===== config.mk =====
export PLATFORM = sky130hd
export DESIGN_NAME = mem_arb2
export DESIGN_NICKNAME = d
export VERILOG_FILES = /design/src/rtl/mem_arb2.sv
export SDC_FILE = /design/constraint.sdc
export NUM_CORES = 1
export LEC_CHECK = 0
export ABC_AREA = 1
export BUFFER_PORTS_ARGS = -buffer_cell sky130_fd_sc_hd__buf_2
export CAP_MARGIN = 30
export CORE_UTILIZATION = 47
export CTS_BUF_LIST = sky130_fd_sc_hd__clkbuf_4 sky130_fd_sc_hd__clkbuf_8
export DETAILED_ROUTE_END_ITERATION = 16
export PLACE_DENSITY_LB_ADDON = 0.2
export REMOVE_ABC_BUFFERS = 1
export SLEW_MARGIN = 20
export SYNTH_ARGS = -nofsm -noshare
export SYNTH_HDL_FRONTEND = slang
export SYNTH_SLANG_ARGS = --single-unit

===== constraint.sdc =====
create_clock -name clk -period 3.1 [get_ports clk]
set_clock_uncertainty 0.1 [all_clocks]
set_input_delay 0.465 -clock clk [delete_from_list [all_inputs] [get_ports clk]]
set_output_delay 0.465 -clock clk [all_outputs]
set_load 0.05 [all_outputs]

===== src/rtl/mem_arb2.sv =====
// Two-client round-robin front end for a single-port-pair memory.
// Zero-fills every word after reset, then grants one access per cycle.
module mem_arb2 #(
   parameter int unsigned DATA_WIDTH = 8,
   parameter int unsigned MAX_ADDR   = 16,
   parameter int unsigned ADDRSIZE   = $clog2(MAX_ADDR)
) (
   input  logic                  clk,
   input  logic                  rst,
   output logic                  init_done,
   input  logic                  c0_valid,
   output logic                  c0_ready,
   input  logic                  c0_we,
   input  logic [ADDRSIZE-1:0]   c0_addr,
   input  logic [DATA_WIDTH-1:0] c0_wdata,
   output logic                  c0_rvalid,
   output logic [DATA_WIDTH-1:0] c0_rdata,
   input  logic                  c1_valid,
   output logic                  c1_ready,
   input  logic                  c1_we,
   input  logic [ADDRSIZE-1:0]   c1_addr,
   input  logic [DATA_WIDTH-1:0] c1_wdata,
   output logic                  c1_rvalid,
   output logic [DATA_WIDTH-1:0] c1_rdata,
   output logic                  mem_rd_en,
   output logic [ADDRSIZE-1:0]   mem_rd_addr,
   output logic                  mem_wr_en,
   output logic [ADDRSIZE-1:0]   mem_wr_addr,
   output logic [DATA_WIDTH-1:0] mem_wr_data,
   input  logic [DATA_WIDTH-1:0] mem_rd_data
);

   localparam int unsigned CMP_W = ADDRSIZE + 1;
   localparam logic [ADDRSIZE-1:0] LAST_ADDR = ADDRSIZE'(MAX_ADDR - 1);
   localparam logic [CMP_W-1:0]    DEPTH     = CMP_W'(MAX_ADDR);

   typedef enum logic {CLEAR = 1'b0, RUN = 1'b1} state_t;

   state_t                state_q, state_d;
   logic [ADDRSIZE-1:0]   clr_cnt_q, clr_cnt_d;
   logic                  rr_ptr_q, rr_ptr_d;
   logic                  rvalid0_q, rvalid1_q;
   logic                  run_ok;
   logic                  grant0, grant1;
   logic                  sel_we;
   logic [ADDRSIZE-1:0]   sel_addr;
   logic [DATA_WIDTH-1:0] sel_wdata;
   logic                  in_range;
   logic [DATA_WIDTH-1:0] rd_val;

   // Round-robin grant: a lone requester always wins, contention goes to rr_ptr.
   assign run_ok = !rst && (state_q == RUN);
   assign grant0 = run_ok && c0_valid && (!c1_valid || !rr_ptr_q);
   assign grant1 = run_ok && c1_valid && (!c0_valid ||  rr_ptr_q);
   assign c0_ready = grant0;
   assign c1_ready = grant1;

   assign sel_we    = grant1 ? c1_we    : c0_we;
   assign sel_addr  = grant1 ? c1_addr  : c0_addr;
   assign sel_wdata = grant1 ? c1_wdata : c0_wdata;
   // Addresses past the depth are accepted but never reach the memory.
   assign in_range  = {1'b0, sel_addr} < DEPTH;
   assign rd_val    = in_range ? mem_rd_data : '0;

   // A pending response is dropped as soon as reset is seen.
   assign c0_rvalid = rvalid0_q && !rst;
   assign c1_rvalid = rvalid1_q && !rst;

   always_comb begin
      state_d     = state_q;
      clr_cnt_d   = clr_cnt_q;
      rr_ptr_d    = rr_ptr_q;
      mem_rd_en   = 1'b0;
      mem_rd_addr = sel_addr;
      mem_wr_en   = 1'b0;
      mem_wr_addr = sel_addr;
      mem_wr_data = sel_wdata;
      if (!rst) begin
         case (state_q)
            CLEAR: begin
               mem_wr_en   = 1'b1;
               mem_wr_addr = clr_cnt_q;
               mem_wr_data = '0;
               clr_cnt_d   = clr_cnt_q + 1'b1;
               if (clr_cnt_q == LAST_ADDR) state_d = RUN;
            end
            RUN: begin
               if (grant0 || grant1) begin
                  rr_ptr_d  = grant0;
                  mem_wr_en = sel_we && in_range;
                  mem_rd_en = !sel_we && in_range;
               end
            end
         endcase
      end
   end

   always_ff @(posedge clk) begin
      if (rst) begin
         state_q   <= CLEAR;
         clr_cnt_q <= '0;
         rr_ptr_q  <= 1'b0;
         init_done <= 1'b0;
         rvalid0_q <= 1'b0;
         rvalid1_q <= 1'b0;
         c0_rdata  <= '0;
         c1_rdata  <= '0;
      end else begin
         state_q   <= state_d;
         clr_cnt_q <= clr_cnt_d;
         rr_ptr_q  <= rr_ptr_d;
         init_done <= (state_d == RUN);
         rvalid0_q <= grant0 && !c0_we;
         rvalid1_q <= grant1 && !c1_we;
         if (grant0 && !c0_we) c0_rdata <= rd_val;
         if (grant1 && !c1_we) c1_rdata <= rd_val;
      end
   end

endmodule


==> results of run 1 <==
==> power by group through the flow <==
stage | clock (mW) | combinational (mW) | sequential [mW]
finish | 0.225 | 0.129 | 0.315
global route | 0.244 | 0.139 | 0.316
CTS | 0.231 | 0.130 | 0.315
detailed placement | 0 | 0.130 | 0.322
global placement | 0 | 0.129 | 0.322
floorplan | 0 | 0.0845 | 0.321
==> flip-flops by register name, indices dropped and copies added (netlist names) <==
register	flops
clr_cnt_q	4
c1_rdata	8
rvalid0_q	1
rr_ptr_q	1
c0_rdata	8
rvalid1_q	1
state_q	1
==> cell families after synthesis <==
group / count (synthesis) / share of synthesized area
AND/OR/NAND/NOR: 128 / 0.443
buffers and inverters: 34 / 0.128
flip-flops: 24 / 0.352
AO/OA/AOI/OAI: 16 / 0.0679
adder cells (fa/ha/maj): 1 / 0.00917
==> worst register-to-register path: stages, from the launching register on <==
cell and delay [ns]:
dfxtp_1 0.44, nand3_2 0.12, nor2_4 0.43, nand2_2 0.14, clkinv_2 0.16, nor2_1 0.06, nor2_1 0.09
==> metal layers <==
metal	GRT usage	up-vias	wire length, um
li1	-	765	-
met1	0.228	603	1350
met2	0.330	60	1330
met3	0.0302	4	229
met4	0.0732	0	26
met5	0	-	0
==> placed cells by master (no fill, tap or decap), drive strengths merged <==
cell type	count
bufinv	1
and2	3
a21oi	4
buf	76
and3	1
nand3b	8
dfxtp	24
clkinv	2
clkbuf	3
ha	1
or2	1
inv	25
nand3	9
a21boi	1
a22o	1
nor2	55
o21ai	9
nand4	1
o31ai	1
nand2	49
nor3	1
==> Yosys cell counts, drive strengths merged <==
| cell | instances |
|---|---|
| nand3 | 9 |
| nor2 | 55 |
| a21boi | 1 |
| or2 | 1 |
| nand2 | 49 |
| and2 | 3 |
| a22o | 1 |
| inv | 25 |
| o31ai | 1 |
| nand3b | 8 |
| clkinv | 2 |
| and3 | 1 |
| o21ai | 9 |
| a21oi | 4 |
| nand4 | 1 |
| buf | 7 |
| ha | 1 |
| dfxtp | 24 |
| nor3 | 1 |
==> final timing paths <==
check / from / end / slack (ns) / cells past startpoint
worst max-delay path: rst / mem_rd_en / 0.62 / 7
worst min-delay path: mem_rd_data[2] / c0_rdata[2] / 0.28 / 3
worst max register to register: state_q / c1_rdata[0] / 1.51 / 6
worst min register to register: c1_rdata[6] / c1_rdata[6] / 0.39 / 2
==> final cells by class <==
type / instances / area [um2] / area share
clock buffer: 3 / 22.5 / 0.0127
inverter: 27 / 105 / 0.0595
multi-input combinational: 145 / 709 / 0.402
sequential: 24 / 480 / 0.272
clock inverter: 1 / 30.0 / 0.0170
timing repair buffer: 76 / 380 / 0.215
tap: 31 / 38.8 / 0.0220
==> through the flow <==
step / worst slack (ns) / power (mW) / cell area [um2] / std cells / hold WS [ns]
6_report: 0.619 / 0.669 / 1770 / 307 / 0.281
5_1_grt: 0.496 / 0.700 / 1770 / 307 / 0.291
4_1_cts: 0.600 / 0.676 / 1770 / 307 / 0.279
3_5_place_dp: 0.608 / 0.452 / 1710 / 303 / 0.372
3_3_place_gp: 0.618 / 0.451 / 1710 / 303 / 0.364
2_1_floorplan: 0.232 / 0.406 / 1290 / 196 / 0.344
==> run metrics, run 1 <==
Worst-Skew Late Latency 0.31 ns; P_leak 1.02 nW; worst path arrival time 1.92 ns; CTS Hold Bufs 0; cell-by-cell trace of the critical path buf_2 > inv_4 > nand3_2 > nor2_4 > nand2_2 > a21boi_1 > buf_2; largest net degree at the start of global routing 23; Syn Area/Cell 6.72 um2; Routed WL 2930 um; initial antenna violation count 0; proportion of layout cells with a drive suffix above 1 0.341; Seq/Total Area, Yosys 0.352; DRT iter0 DRCs 80; total CTS buffers 3; drt drc 0; Die Y 55.9 um; DRT Pass-1 Iters 4; CTS resizes 0; # rows 19; CP max stage cell nor2_4; gr usage total 0.188; Synth Instances 203; count of final setup violators 0; Root Driver clkbuf_4; Critical Path RT 2.53 ns; HPWL after detailed placement 2270 um; Setup TNS 0 ns; worst path bufs/invs 3; RSZ-0062 raised after global routing false; DIE AREA 3120 um2; n_diodes 0; final net count 316; Max Clk Rate 403 MHz; critical path peak fanout 22; total grt overflow 0; postcts setup bufs 0; Comb pwr share 0.193; IO Port Bufs 76; worst vdd ir 0.377 mV; vias per cell 4.66; Die X 55.9 um; H-tree depth reported by CTS 1; max-slew violation count 0; yosys warns 0; Psw 0.185 mW; Distinct cells, synth 32; share of the synthesized area in the top cell type 0.352; Post-Syn Area 1360 um2; top-level port count 77; Flop pwr share 0.472; MaxCap Viol Count 0; GPL Wtd Cong 0.792; routed vias 1432; status complete, no violations; Critical Path End Type output pin; internal power 0.484 mW; most area-consuming cells after synthesis dfxtp_1 35%, nor2_1 14%, nand2_1 12%, inv_1 6.3%, nand3b_1 4.4%; Starting Density 0.495; CTS tree built; fill cell count 257; final-report hold violation count 0; Yosys top cell by area dfxtp_1; WL per Instance 9.53 um; number of routed nets with antenna violations 0; Switching Share 0.276; most used cell, CP buf_2; Syn-to-layout area delta 29.5%; Worst setup SP type input pin; Clk pwr share 0.336; Slowest Stage Delay on Critical Path 0.43 ns; Pwr Density 379 nW/um2; Worst-Margin Slew 0.530 ns; core box area 2760 um2; critical path type in -> out; clk buf depth 2; first-pass GRT wire length 4800 um; Sink Count 24; Clk pin slew, worst setup/hold paths 0.13 ns; Slew headroom 0.646; Core Util, Final 0.641; vias in the first global route 1204; worst hold path type in -> reg; post-layout min period 2.48 ns; fin crit share 0.800; Yosys reg bits 24; delay-heaviest family, CP simple AND/OR/NAND/NOR gates
No activity file was read; power rests on OpenSTA's default activity.
==> inputs of run 2 (changes only) <==
--- a/config.mk
+++ b/config.mk
@@ -8,7 +8,7 @@
 export ABC_AREA = 1
 export BUFFER_PORTS_ARGS = -buffer_cell sky130_fd_sc_hd__buf_2
 export CAP_MARGIN = 30
-export CORE_UTILIZATION = 47
+export CORE_UTILIZATION = 41
 export CTS_BUF_LIST = sky130_fd_sc_hd__clkbuf_4 sky130_fd_sc_hd__clkbuf_8
 export DETAILED_ROUTE_END_ITERATION = 16
 export PLACE_DENSITY_LB_ADDON = 0.2
==> constraint.sdc (replaced) <==
create_clock -name clk -period 2.05 [get_ports clk]
set_clock_uncertainty 0.1 [all_clocks]
set_input_delay 0.3075 -clock clk [delete_from_list [all_inputs] [get_ports clk]]
set_output_delay 0.3075 -clock clk [all_outputs]
set_load 0.05 [all_outputs]
==> run 2 against run 1 <==
Compared with the run above:
- flip-flop and latch count unchanged
- via count up 0.28%
- routed wire length up 8.6%
- critical path depth down 1
- core utilization down 3.7 points
- count of clock-buffer cells in the layout unchanged
- worst setup slack worse by 0.51 ns
- worst hold slack worse by 0.17 ns
- combinational power up 60%
- register-to-register slack worse by 0.85 ns
- critical endpoint unchanged
- highest routed layer unchanged
==> run metrics, run 2 (synthesized netlist as in run 1, its figures left out) <==
n_diodes 0; Worst Hold End c0_rdata[3]; Pwr Density 548 nW/um2; drt drc 0; routed vias 1436; worst hold path type in -> reg; H-tree depth reported by CTS 1; RSZ-0062 raised after global routing true; fill cell count 344; Critical Path End Type output pin; Hold Path Depth 3; count of final setup violators 0; RR Endpoint c0_rdata[7]; RR Startpoint state_q; Clk pin slew, worst setup/hold paths 0.14 ns; Sink Count 24; Die X 59.7 um; Worst setup SP type register; critical path type reg -> out; Slowest Stage Delay on Critical Path 0.40 ns; CP max stage cell dfxtp_4; WL per Instance 9.75 um; initial antenna violation count 0; Routed WL 3180 um; FF-to-FF setup slack 0.66 ns; DRT iter0 DRCs 38; Worst R2R Path Depth 7; Syn-to-layout area delta 37.2%; MaxCap Viol Count 0; DRT Pass-1 Iters 4; Total Power 1.03 mW; most used cell, CP nand2_1; HPWL after detailed placement 2470 um; largest net degree at the start of global routing 18; Max Clk Rate 514 MHz; startpoint of the worst hold path mem_rd_data[3]; Die Y 59.7 um; post-layout min period 1.94 ns; number of routed nets with antenna violations 0; final-report hold violation count 0; core box area 3100 um2; DP Worst Slack 0.174 ns; cell-by-cell trace of the critical path inv_2 > nor2_8 > nand2_1 > nand2_1 > a21boi_2 > buf_6; clk buf depth 2; post-route setup slack 0.106 ns; Critical Path RT 1.64 ns; IO Port Bufs 76; # rows 20; most frequent cells in the layout 68 x buf_2, 51 x nor2_1, 44 x nand2_1, 23 x dfxtp_1, 22 x inv_1; CTS tree built; Worst-Skew Late Latency 0.31 ns; max-slew violation count 0; delay-heaviest family, CP flip-flops; biggest regs c0_rdata (8), c1_rdata (8), clr_cnt_q (4); proportion of layout cells with a drive suffix above 1 0.372; critical path peak fanout 6; GPL Wtd Cong 0.839; Starting Density 0.440; Slew headroom 0.815; total CTS buffers 3; first-pass GRT wire length 5110 um; worst vdd ir 0.324 mV; DIE AREA 3560 um2; vias per cell 4.40; Root Driver clkbuf_4; worst path arrival time 1.54 ns; P_leak 1.05 nW; worst path bufs/invs 2; status complete, no violations; most common cell after layout, fill and taps aside buf_2; gr usage total 0.188; total grt overflow 0; vias in the first global route 1178; Worst-Margin Slew 0.278 ns; final net count 322; top-level port count 77; fin crit share 0.948
[run 2: power by group]
group,leakage [nW],switching [mW],internal (mW)
combinational,0.831,0.137,0.0698
sequential,0.195,0.00550,0.470
clock,0.0279,0.146,0.198
[run 2: area by class of cell]
cell class / count / area, um2 / area share
well taps: 44 / 55.1 / 0.0294
multi-input cells: 146 / 733 / 0.392
clock inverters: 1 / 30.0 / 0.0160
repair buffers: 81 / 442 / 0.236
clock buffers: 3 / 22.5 / 0.0120
flip-flops and latches: 24 / 484 / 0.259
inverters: 27 / 105 / 0.0561
[run 2: worst max path at each step]
| stage | from | endpoint | slack (ns) | depth (start not counted) |
|---|---|---|---|---|
| 2_1_floorplan | state_q | mem_rd_en | -0.66 | 4 |
| 3_3_place_gp | rst | mem_wr_addr[0] | 0.20 | 7 |
| 3_5_place_dp | rst | mem_wr_addr[0] | 0.17 | 7 |
| 4_1_cts | state_q | mem_rd_en | 0.01 | 6 |
| 5_1_grt | state_q | mem_wr_addr[0] | -0.03 | 8 |
| 6_report | state_q | mem_rd_en | 0.11 | 6 |
[run 2: metrics by stage]
step | util | instances | TNS [ns] | hold slack, ns | cell area (um2)
5_1_grt | 0.603 | 326 | -0.0368 | 0.133 | 1870
6_report | 0.603 | 326 | 0 | 0.112 | 1870
3_3_place_gp | 0.567 | 320 | 0 | 0.357 | 1760
3_5_place_dp | 0.567 | 320 | 0 | 0.367 | 1760
4_1_cts | 0.589 | 324 | 0 | 0.109 | 1830
2_1_floorplan | - | 196 | -6.31 | 0.277 | 1290
[run 2: worst min-delay path: cells and delay by family]
family                 cells  cell delay [ns]
and+or+nand+nor            2             0.12
buffers and inverters      1             0.08
[run 2: repair_timing]
item,4_1_cts,5_1_grt
pin swaps,0,1
setup buffers,0,1
resized for setup,7,10
hold buffers,0,0
endpoints found under the setup margin,10,10
gates cloned,0,1
[run 2: per-layer routing]
layer | GRT usage | up-vias | part of all wire
met5 | 0 | - | 0
met4 | 0.0664 | 0 | 0.0060
met3 | 0.0368 | 2 | 0.048
met2 | 0.329 | 34 | 0.50
met1 | 0.227 | 621 | 0.44
li1 | - | 779 | -
==> inputs of run 3 (changes only) <==
--- a/config.mk
+++ b/config.mk
@@ -8,7 +8,7 @@
 export ABC_AREA = 1
 export BUFFER_PORTS_ARGS = -buffer_cell sky130_fd_sc_hd__buf_2
 export CAP_MARGIN = 30
-export CORE_UTILIZATION = 41
+export CORE_UTILIZATION = 47
 export CTS_BUF_LIST = sky130_fd_sc_hd__clkbuf_4 sky130_fd_sc_hd__clkbuf_8
 export DETAILED_ROUTE_END_ITERATION = 16
 export PLACE_DENSITY_LB_ADDON = 0.2
==> constraint.sdc (replaced) <==
create_clock -name clk -period 2.25 [get_ports clk]
set_clock_uncertainty 0.1 [all_clocks]
set_input_delay 0.3375 -clock clk [delete_from_list [all_inputs] [get_ports clk]]
set_output_delay 0.3375 -clock clk [all_outputs]
set_load 0.05 [all_outputs]
==> run 3 against run 2 <==
Compared with the run above:
- non-clock buffer count grew 4
- die area shrank 12%
- register-to-register slack gained 0.18 ns
- sequential share of layout area grew 0.25 points
- worst setup slack gained 0.034 ns
- sequential power shrank 8.6%
- routed wire length shrank 2.4%
- clock power shrank 9.9%
- global-route usage grew 1.7 points
- via count shrank 0.21%
- flip-flop and latch count is the same
- critical path type unchanged
- critical endpoint is now mem_wr_addr[0]
==> run metrics, run 3 (synthesized netlist as in run 1, its figures left out) <==
Critical Path End Type output pin; biggest regs c0_rdata (8), c1_rdata (8), clr_cnt_q (4); n_diodes 0; startpoint of the worst hold path mem_rd_data[6]; Critical Path RT 1.81 ns; total grt overflow 0; fill cell count 274; Worst-Skew Late Latency 0.32 ns; routed vias 1433; HPWL after detailed placement 2350 um; met1 Use GR 0.254; RR Endpoint rr_ptr_q; Worst setup SP type register; MaxCap Viol Count 0; initial antenna violation count 0; fin crit share 0.938; P_leak 1.06 nW; largest net degree at the start of global routing 18; worst hold margin 0.146 ns; gr usage total 0.205; core box area 2760 um2; DRT Pass-1 Iters 4; Critical path origin state_q; FF-to-FF setup slack 0.84 ns; post-layout min period 2.11 ns; Die X 55.9 um; worst path arrival time 1.67 ns; Worst R2R Path Depth 6; critical path type reg -> out; drt drc 0; WL per Instance 9.82 um; # rows 19; Die Y 55.9 um; RSZ-0062 raised after global routing false; Clk pin slew, worst setup/hold paths 0.14 ns; max-slew violation count 0; Worst-Margin Slew 0.276 ns; Total Power 0.929 mW; final-report hold violation count 0; worst vdd ir 0.388 mV; Syn-to-layout area delta 35.2%; IO Port Bufs 76; critical path peak fanout 5; total CTS buffers 3; area occupied by registers 482 um2; proportion of layout cells with a drive suffix above 1 0.368; count of final setup violators 0; GR Util met3 0.0302; Hold Path Depth 3; Max Clk Rate 474 MHz; vias per cell 4.53; worst hold path type in -> reg; status complete, no violations; Pwr Density 504 nW/um2; most common cell after layout, fill and taps aside buf_2; Starting Density 0.495; CTS Hold Bufs 0; top-level port count 77; CP endpoint mem_wr_addr[0]; Final Instance Count excl. Fillers 316; clk buf depth 2; area of the multi-input gates 709 um2; most frequent cells in the layout 74 x buf_2, 52 x nor2_1, 45 x nand2_1, 23 x dfxtp_1, 22 x inv_1; vias in the first global route 1192; H-tree depth reported by CTS 1; final net count 325; grt met2 use 0.355; GRT Max-Usage Layer met2; RR Startpoint rr_ptr_q; DIE AREA 3120 um2; Routed WL 3100 um; placed cells 306; CTS tree built; number of routed nets with antenna violations 0; post-route cell area 1840 um2; Sink Count 24; Root Driver clkbuf_4; Slew headroom 0.816; first-pass GRT wire length 5110 um; GPL Wtd Cong 0.791; area post-placement 1740 um2; DRT iter0 DRCs 55
[run 3: worst min-delay path by stage]
stage	end	slack (ns)
floorplan	state_q	0.31
global placement	c1_rdata[0]	0.36
detailed placement	c1_rdata[7]	0.37
CTS	c0_rdata[3]	0.15
global route	c0_rdata[3]	0.14
finish	c0_rdata[6]	0.15
[run 3: repair_timing]
item	in CTS	in global routing
endpoints found under the hold margin	0	0
setup buffers	0	6
endpoints found under the setup margin	0	17
gates resized for setup	0	5
[run 3: metrics by stage]
stage	TNS, ns	worst slack [ns]	util
2_1_floorplan	-3.59	-0.490	-
3_3_place_gp	0	0.285	0.630
3_5_place_dp	0	0.262	0.630
4_1_cts	0	0.0170	0.649
5_1_grt	0	0.0156	0.669
6_report	0	0.140	0.669
[run 3: layout make-up]
| cell class | count | share of cell area |
|---|---|---|
| Clock inverter | 1 | 0.0163 |
| Timing Repair Buffer | 85 | 0.246 |
| Tap cell | 31 | 0.0210 |
| Clock buffer | 3 | 0.0122 |
| Inverter | 27 | 0.0590 |
| Sequential cell | 24 | 0.261 |
| Multi-Input combinational cell | 145 | 0.385 |
[run 3: report_power, final]
| part | leakage [nW] | switching, mW | internal [mW] |
|---|---|---|---|
| clock | 0.0279 | 0.129 | 0.180 |
| sequential | 0.194 | 0.00515 | 0.430 |
| combinational | 0.840 | 0.123 | 0.0628 |
[run 3: layer usage]
layer	up-vias	part of all wire
li1	782	-
met1	587	0.46
met2	59	0.45
met3	5	0.077
met4	0	0.015
met5	-	0
[run 3: worst max-delay path, stage by stage (launching register included)]
cell and delay, ns:
dfxtp_2 0.37, nor2_2 0.26, clkinvlp_4 0.19, or2_1 0.24, nand2_1 0.07, inv_1 0.03
buf_2 0.20
